===== config.mk =====
export PLATFORM = sky130hd
export DESIGN_NAME = time_set_ctrl
export DESIGN_NICKNAME = d
export VERILOG_FILES = /design/src/rtl/time_set_ctrl.sv
export SDC_FILE = /design/constraint.sdc
export NUM_CORES = 1
export LEC_CHECK = 0
export ABC_AREA = 1
export CAP_MARGIN = 20
export CORE_MARGIN = 2
export CORE_UTILIZATION = 54
export DETAILED_ROUTE_END_ITERATION = 10
export PLACE_DENSITY = 0.86
export SLEW_MARGIN = 20
export SYNTH_ARGS = -nofsm -noshare
export SYNTH_HDL_FRONTEND = slang
export SYNTH_SLANG_ARGS = --single-unit

===== constraint.sdc =====
create_clock -name clk -period 2.3 [get_ports clk]
set_input_delay 0.69 -clock clk [delete_from_list [all_inputs] [get_ports clk]]
set_output_delay 0.69 -clock clk [all_outputs]
set_load 0.005 [all_outputs]

===== src/rtl/time_set_ctrl.sv =====
// Button-driven editor for wall-clock and alarm time; one-cycle load strobe on commit.
// Every output is a register loaded from the next-state logic, so outputs change with the state.
module time_set_ctrl #(
   parameter int TIMEOUT = 30
) (
   input  logic       clk,
   input  logic       r,
   input  logic       btn_mode,
   input  logic       btn_next,
   input  logic       btn_inc,
   input  logic       btn_dec,
   input  logic       target,
   input  logic [4:0] cur_h,
   input  logic [5:0] cur_m,
   input  logic [5:0] cur_s,
   input  logic [4:0] alm_h,
   input  logic [5:0] alm_m,
   output logic [4:0] set_h,
   output logic [5:0] set_m,
   output logic [5:0] set_s,
   output logic [1:0] field,
   output logic       busy,
   output logic       clk_load,
   output logic       alm_load
);
   localparam int CW = $clog2(TIMEOUT + 1);

   typedef enum logic [2:0] {S_IDLE, S_HOUR, S_MIN, S_SEC, S_COMMIT} state_t;

   state_t          r_state, w_state_nxt;
   logic            r_tgt, w_tgt_nxt;
   logic [4:0]      r_h, w_h_nxt;
   logic [5:0]      r_m, w_m_nxt;
   logic [5:0]      r_s, w_s_nxt;
   logic [CW-1:0]   r_cnt, w_cnt_nxt;
   logic [1:0]      r_field, w_field_nxt;
   logic            r_busy, w_busy_nxt;
   logic            r_clk_load, w_clk_load_nxt;
   logic            r_alm_load, w_alm_load_nxt;
   logic            w_btn;

   // Wrapping +/-1 within 0..top; no carry into neighbouring fields.
   function automatic logic [5:0] f_step(input logic [5:0] v, input logic [5:0] top,
                                         input logic up);
      if (up) return (v == top) ? 6'd0 : v + 6'd1;
      else    return (v == 6'd0) ? top : v - 6'd1;
   endfunction

   assign w_btn = btn_mode | btn_next | btn_inc | btn_dec;

   always_comb begin
      w_state_nxt = r_state;
      w_tgt_nxt   = r_tgt;
      w_h_nxt     = r_h;
      w_m_nxt     = r_m;
      w_s_nxt     = r_s;
      w_cnt_nxt   = r_cnt;
      case (r_state)
         S_IDLE: begin
            if (btn_mode) begin
               w_tgt_nxt   = target;
               w_h_nxt     = target ? alm_h : cur_h;
               w_m_nxt     = target ? alm_m : cur_m;
               w_s_nxt     = target ? 6'd0  : cur_s;
               w_cnt_nxt   = '0;
               w_state_nxt = S_HOUR;
            end
         end
         S_HOUR, S_MIN, S_SEC: begin
            if (btn_mode) begin
               w_state_nxt = S_IDLE;
            end else if (btn_next) begin
               if (r_state == S_HOUR)                 w_state_nxt = S_MIN;
               else if (r_state == S_MIN && !r_tgt)   w_state_nxt = S_SEC;
               else                                   w_state_nxt = S_COMMIT;
            end else if (btn_inc || btn_dec) begin
               // inc outranks dec when both pulse together
               if (r_state == S_HOUR)     w_h_nxt = 5'(f_step({1'b0, r_h}, 6'd23, btn_inc));
               else if (r_state == S_MIN) w_m_nxt = f_step(r_m, 6'd59, btn_inc);
               else                       w_s_nxt = f_step(r_s, 6'd59, btn_inc);
            end
            if (w_btn) begin
               w_cnt_nxt = '0;
            end else if (r_cnt == CW'(TIMEOUT - 1)) begin
               w_cnt_nxt   = '0;
               w_state_nxt = S_IDLE;
            end else begin
               w_cnt_nxt = r_cnt + 1'b1;
            end
         end
         S_COMMIT: w_state_nxt = S_IDLE;
         default:  w_state_nxt = S_IDLE;
      endcase

      w_field_nxt    = 2'd0;
      w_busy_nxt     = 1'b0;
      w_clk_load_nxt = 1'b0;
      w_alm_load_nxt = 1'b0;
      case (w_state_nxt)
         S_HOUR:   begin w_field_nxt = 2'd1; w_busy_nxt = 1'b1; end
         S_MIN:    begin w_field_nxt = 2'd2; w_busy_nxt = 1'b1; end
         S_SEC:    begin w_field_nxt = 2'd3; w_busy_nxt = 1'b1; end
         S_COMMIT: begin
            w_busy_nxt     = 1'b1;
            w_clk_load_nxt = ~w_tgt_nxt;
            w_alm_load_nxt = w_tgt_nxt;
         end
         default: ;
      endcase
   end

   always_ff @(posedge clk) begin
      if (r) begin
         r_state    <= S_IDLE;
         r_tgt      <= 1'b0;
         r_h        <= '0;
         r_m        <= '0;
         r_s        <= '0;
         r_cnt      <= '0;
         r_field    <= '0;
         r_busy     <= 1'b0;
         r_clk_load <= 1'b0;
         r_alm_load <= 1'b0;
      end else begin
         r_state    <= w_state_nxt;
         r_tgt      <= w_tgt_nxt;
         r_h        <= w_h_nxt;
         r_m        <= w_m_nxt;
         r_s        <= w_s_nxt;
         r_cnt      <= w_cnt_nxt;
         r_field    <= w_field_nxt;
         r_busy     <= w_busy_nxt;
         r_clk_load <= w_clk_load_nxt;
         r_alm_load <= w_alm_load_nxt;
      end
   end

   assign set_h    = r_h;
   assign set_m    = r_m;
   assign set_s    = r_s;
   assign field    = r_field;
   assign busy     = r_busy;
   assign clk_load = r_clk_load;
   assign alm_load = r_alm_load;
endmodule


# Word level (Yosys, flattened, before mapping)
# Index checks and enable logic that the tools add are counted.
# classes
n_addsub	7
eq_ne	19
n_mux	48
n_bitwise	5
n_reduce_logical	15
# ops
operator	count
$mux W6	20
$mux W5	12
$pmux W6 S2	2
$mux W3	7
$pmux W5 S2	2
$ne A2 B2 Y1 const B	8
$reduce_and A7 Y1	2
$add A6 B1 Y6 const B	2
$eq A3 B2 Y1 const B	4
$eq A6 B6 Y1 const B	2
$logic_not A6 Y1	2
$sub A6 B1 Y6 const B	2
$add A5 B1 Y5 const B	2
$eq A5 B5 Y1 const B	2
$eq A3 B1 Y1 const B	2
$pmux W2 S3	1
$pmux W3 S2	1
$reduce_and A6 Y1	1
$logic_not A5 Y1	1
$sub A5 B1 Y5 const B	1
$reduce_or A4 Y1	1
$eq A3 B3 Y1 const B	1
$logic_not A3 Y1	1
$mux W1	3
9 further kinds	12
# word_totals
ff_bits	31
output_inout_bits	22

# Longest topological paths before layout
# Gate-level depths: netlist of the first run.
# logic_depth
ltp_word	12
depth_mapped	10

# Worst setup path after synthesis of the first run
# OpenSTA, ideal clock, no wires.
# synth_timing
path_type	in2reg
start	input port btn_next
end	register r_s[2] (netlist: set_s[2])
setup_time_ns	0.117
arrival_time_ns	1.514
setup_slack_ns	0.669
stages	7
n_path_buf	1
path_cell_list	nor2_1 -> o21ai_4 -> nor2_1 -> nand2_1 -> buf_6 -> nor3_1 -> nor2_1
# synth_via
elab_chain_len	2
# synth_lines
item	line	text
from (decl)	9	input logic btn_next,
$ne A2 B2 Y1 (no source line)	--	
$reduce_and A7 Y1 (no source line)	--	
to (signal assigned)	129	r_s <= w_s_nxt;
to (decl)	34	logic [5:0] r_s, w_s_nxt;
# No other way between the ends.
# A chain may end at the register's enable or synchronous reset.

# Final worst setup path of the first run
# layout_timing
start	register r_s[2] (netlist: set_s[2])
end	output port set_s[2]
# layout_lines
item	line	text
to (decl)	20	output logic [5:0] set_s,
# No word-level cell between the ends.

==> results.md, run 1 <==
* Status: completed
* Syn Area/Cell at 6.10 um2
* Worst EP required at 1.61 ns
* Worst-Margin Slew at 0.374 ns
* Pwr Total at 1800 uW
* Kind of start point of the critical path: flop
* Layout Utilization at 0.731
* Fin crit share at 0.905
* First-pass GRT wire length at 10.7 mm
* WHS at 0.499 ns
* Worst setup EP type: output port
* Post-synthesis cell area at 2350 um2
* Diodes inserted at 0
* Post-CTS setup buffers at 0
* CP delay by family, top: buffers and inverters
* Clock skew at 0.00471 ns
* Vias in the first global route at 2474
* Core Footprint at 4260 um2
* Share of post-route cells with drive strength above 1 at 0.0735
* WP data arrival at 1.39 ns
* Routed WL per cell at 12.7 um
* Die Ht at 70.0 um
* Slew Viols, Final at 0
* Reg2Reg Depth at 8
* YS warnings at 0
* Design area at 3120 um2
* Remaining DRCs at 0
* First-pass DRT Iterations at 5
* CP cell instances: clkdlybuf4s50_1
* Worst path depth at 1
* Leakage Power at 0.00138 uW
* Cell variety after synth at 29
* Max stage delay on crit path at 0.58 ns
* Largest net degree at the start of global routing at 19
* DR vias at 2744
* Number of buffers created by CTS at 5
* Starting DRT DRC Count at 253
* Sequential fraction of the synthesis area at 0.264
* P&R area growth vs syn at 32.5%
* Die W at 70.0 um
* Mapped Cells at 386
* Hold Path Depth at 2
* Worst-Skew Late Latency at 0.29 ns
* Main area contributors after synthesis: dfxtp_1 (26%), nand2_1 (18%), nand3_1 (9.8%), nor2_1 (6.7%), a21oi_1 (6.0%)
* Tmin final at 2.08 ns
* WP buf/inv at 1
* VDD IR max at 0.441 mV
* Number of max-cap violations at 0
* Post-synth top area share at 0.264
* GPL Wtd Cong at 0.905
* Final setup vio count at 0
* Io pins at 57
* Initial antenna violation count at 0
* Via/cell ratio at 5.48
* CTS Hold Bufs at 0
* CTS tree: built
* Worst Hold Class: flop to flop
* Post-route ant nets at 0
* Achievable Freq at 480 MHz
* Die ar. at 4900 um2
* P per Cell Area at 576 nW/um2
* Kind of critical path: flop to output port
* Sink Count at 31
* Initial Util at 0.552
* Total track usage at 0.270
* Clock tree buffer depth at 2
* Cts repair resizes at 0
* Dpl hpwl at 4.78 mm
* Clock transition at path regs at 0.07 ns
* Setup TNS at 0 ns
* Post-DP Area at 3000 um2
* Post-synth top area cell: dfxtp_1
* CP max FO at 8
* Number of synthesized register bits at 31
* Fin nets at 493
* Crit path max-delay cell type: clkdlybuf4s50_1
* Htree depth at 2
* Row count at 24
* IO Port Bufs at 56
* Final wirelength at 6.37 mm
* RSZ-0062 raised after global routing: false
* Hold Vio Cnt, Final at 0
* CTS root buffer: clkbuf_8
* Relative slew slack at 0.750
* Syn nets at 431
* Total gr overflow at 0
==> cells in the final DEF, fill, tap and decap left out, types with 4 or more instances in the layout <==
| master | count |
|---|---|
| clkdlybuf4s50_1 | 56 |
| o21ai_0 | 20 |
| dfxtp_1 | 31 |
| nor2_1 | 42 |
| xor2_1 | 13 |
| nor3_1 | 6 |
| nand4_1 | 6 |
| inv_2 | 4 |
| inv_1 | 37 |
| nand2_1 | 111 |
| buf_4 | 11 |
| ha_1 | 10 |
| clkbuf_8 | 6 |
| a21oi_1 | 28 |
| nand3_1 | 46 |
==> tightest hold or removal path: cells and delay by family (launching register included) <==
kind,cells,cell delay [ns]
AO/OA/AOI/OAI,1,0.05
AND/OR/NAND/NOR,1,0.07
flip-flops,1,0.34
==> cell families after synthesis <==
family,synth area share
buf+inv,0.0930
xor+xnor,0.0521
compound gates,0.144
fa+ha+maj,0.0532
flops,0.264
simple gates,0.394
==> power by group <==
group | internal (uW) | total (uW) | switching [uW]
Sequential | 578 | 644 | 66.6
Combinational | 277 | 589 | 313
Clock | 350 | 563 | 213
==> metrics by stage <==
stage          setup WS, ns  cells
6_report              0.218    501
5_1_grt               0.113    501
4_1_cts               0.231    501
3_5_place_dp         0.0283    493
3_3_place_gp          0.105    493
2_1_floorplan         0.669    386
==> state kept, by name (all words and copies together), names as in the netlist <==
name,flops
r_cnt,5
r_state,3
set_h,5
set_m,6
field,2
clk_load,1
alm_load,1
r_tgt,1
busy,1
set_s,6
==> final cells by class <==
| class | count | area [um2] |
|---|---|---|
| clock buffers | 6 | 82.6 |
| clock inverters | 2 | 35.0 |
| flip-flops and latches | 31 | 621 |
| repair buffers | 67 | 643 |
| fillers | 383 | 1150 |
| multi-input cells | 301 | 1510 |
| well taps | 52 | 65.1 |
| inverters | 42 | 158 |
==> cell usage after synthesis, drive strengths merged <==
| library cell | count |
|---|---|
| inv | 41 |
| a211oi | 1 |
| nand4 | 6 |
| clkinv | 1 |
| buf | 8 |
| nor2 | 47 |
| nor3 | 6 |
| dfxtp | 31 |
| xnor2 | 1 |
| and3 | 1 |
| nand3b | 1 |
| xor2 | 13 |
| clkbuf | 4 |
| o211ai | 2 |
| a21oi | 29 |
| o21ai | 25 |
| o22ai | 1 |
| a31oi | 1 |
| ha | 10 |
| nand2 | 111 |
| nand3 | 46 |
==> path summary, 6_finish.rpt <==
check,start,endpoint,slack (ns)
max,set_s[2],set_s[2],0.22
max reg2reg,set_s[2],set_s[2],0.69
min,r_cnt[0],r_cnt[0],0.50
min reg2reg,r_cnt[0],r_cnt[0],0.50
==> metal layers <==
layer  share of wire  track usage  routed length, um  up-vias
met4           0.014       0.0726                 89        0
met1            0.42        0.334               2680     1225
li1                -            -                  -     1374
met3            0.10       0.0779                653       11
met2            0.46        0.457               2940      134
met5               0            0                  0        -
(Power assumes the default switching activity.)
==> run 2: changes to the inputs <==
Settings changed: SLEW_MARGIN 20 to unset.
==> results of run 2 <==
Same layout as run 1: the final DEF is identical, and so are final timing and power.
==> run 3: changes to the inputs <==
Settings changed: SKIP_CTS_REPAIR_TIMING set to 1.
==> results of run 3 <==
Same layout as run 1: the final DEF is identical, and so are final timing and power.
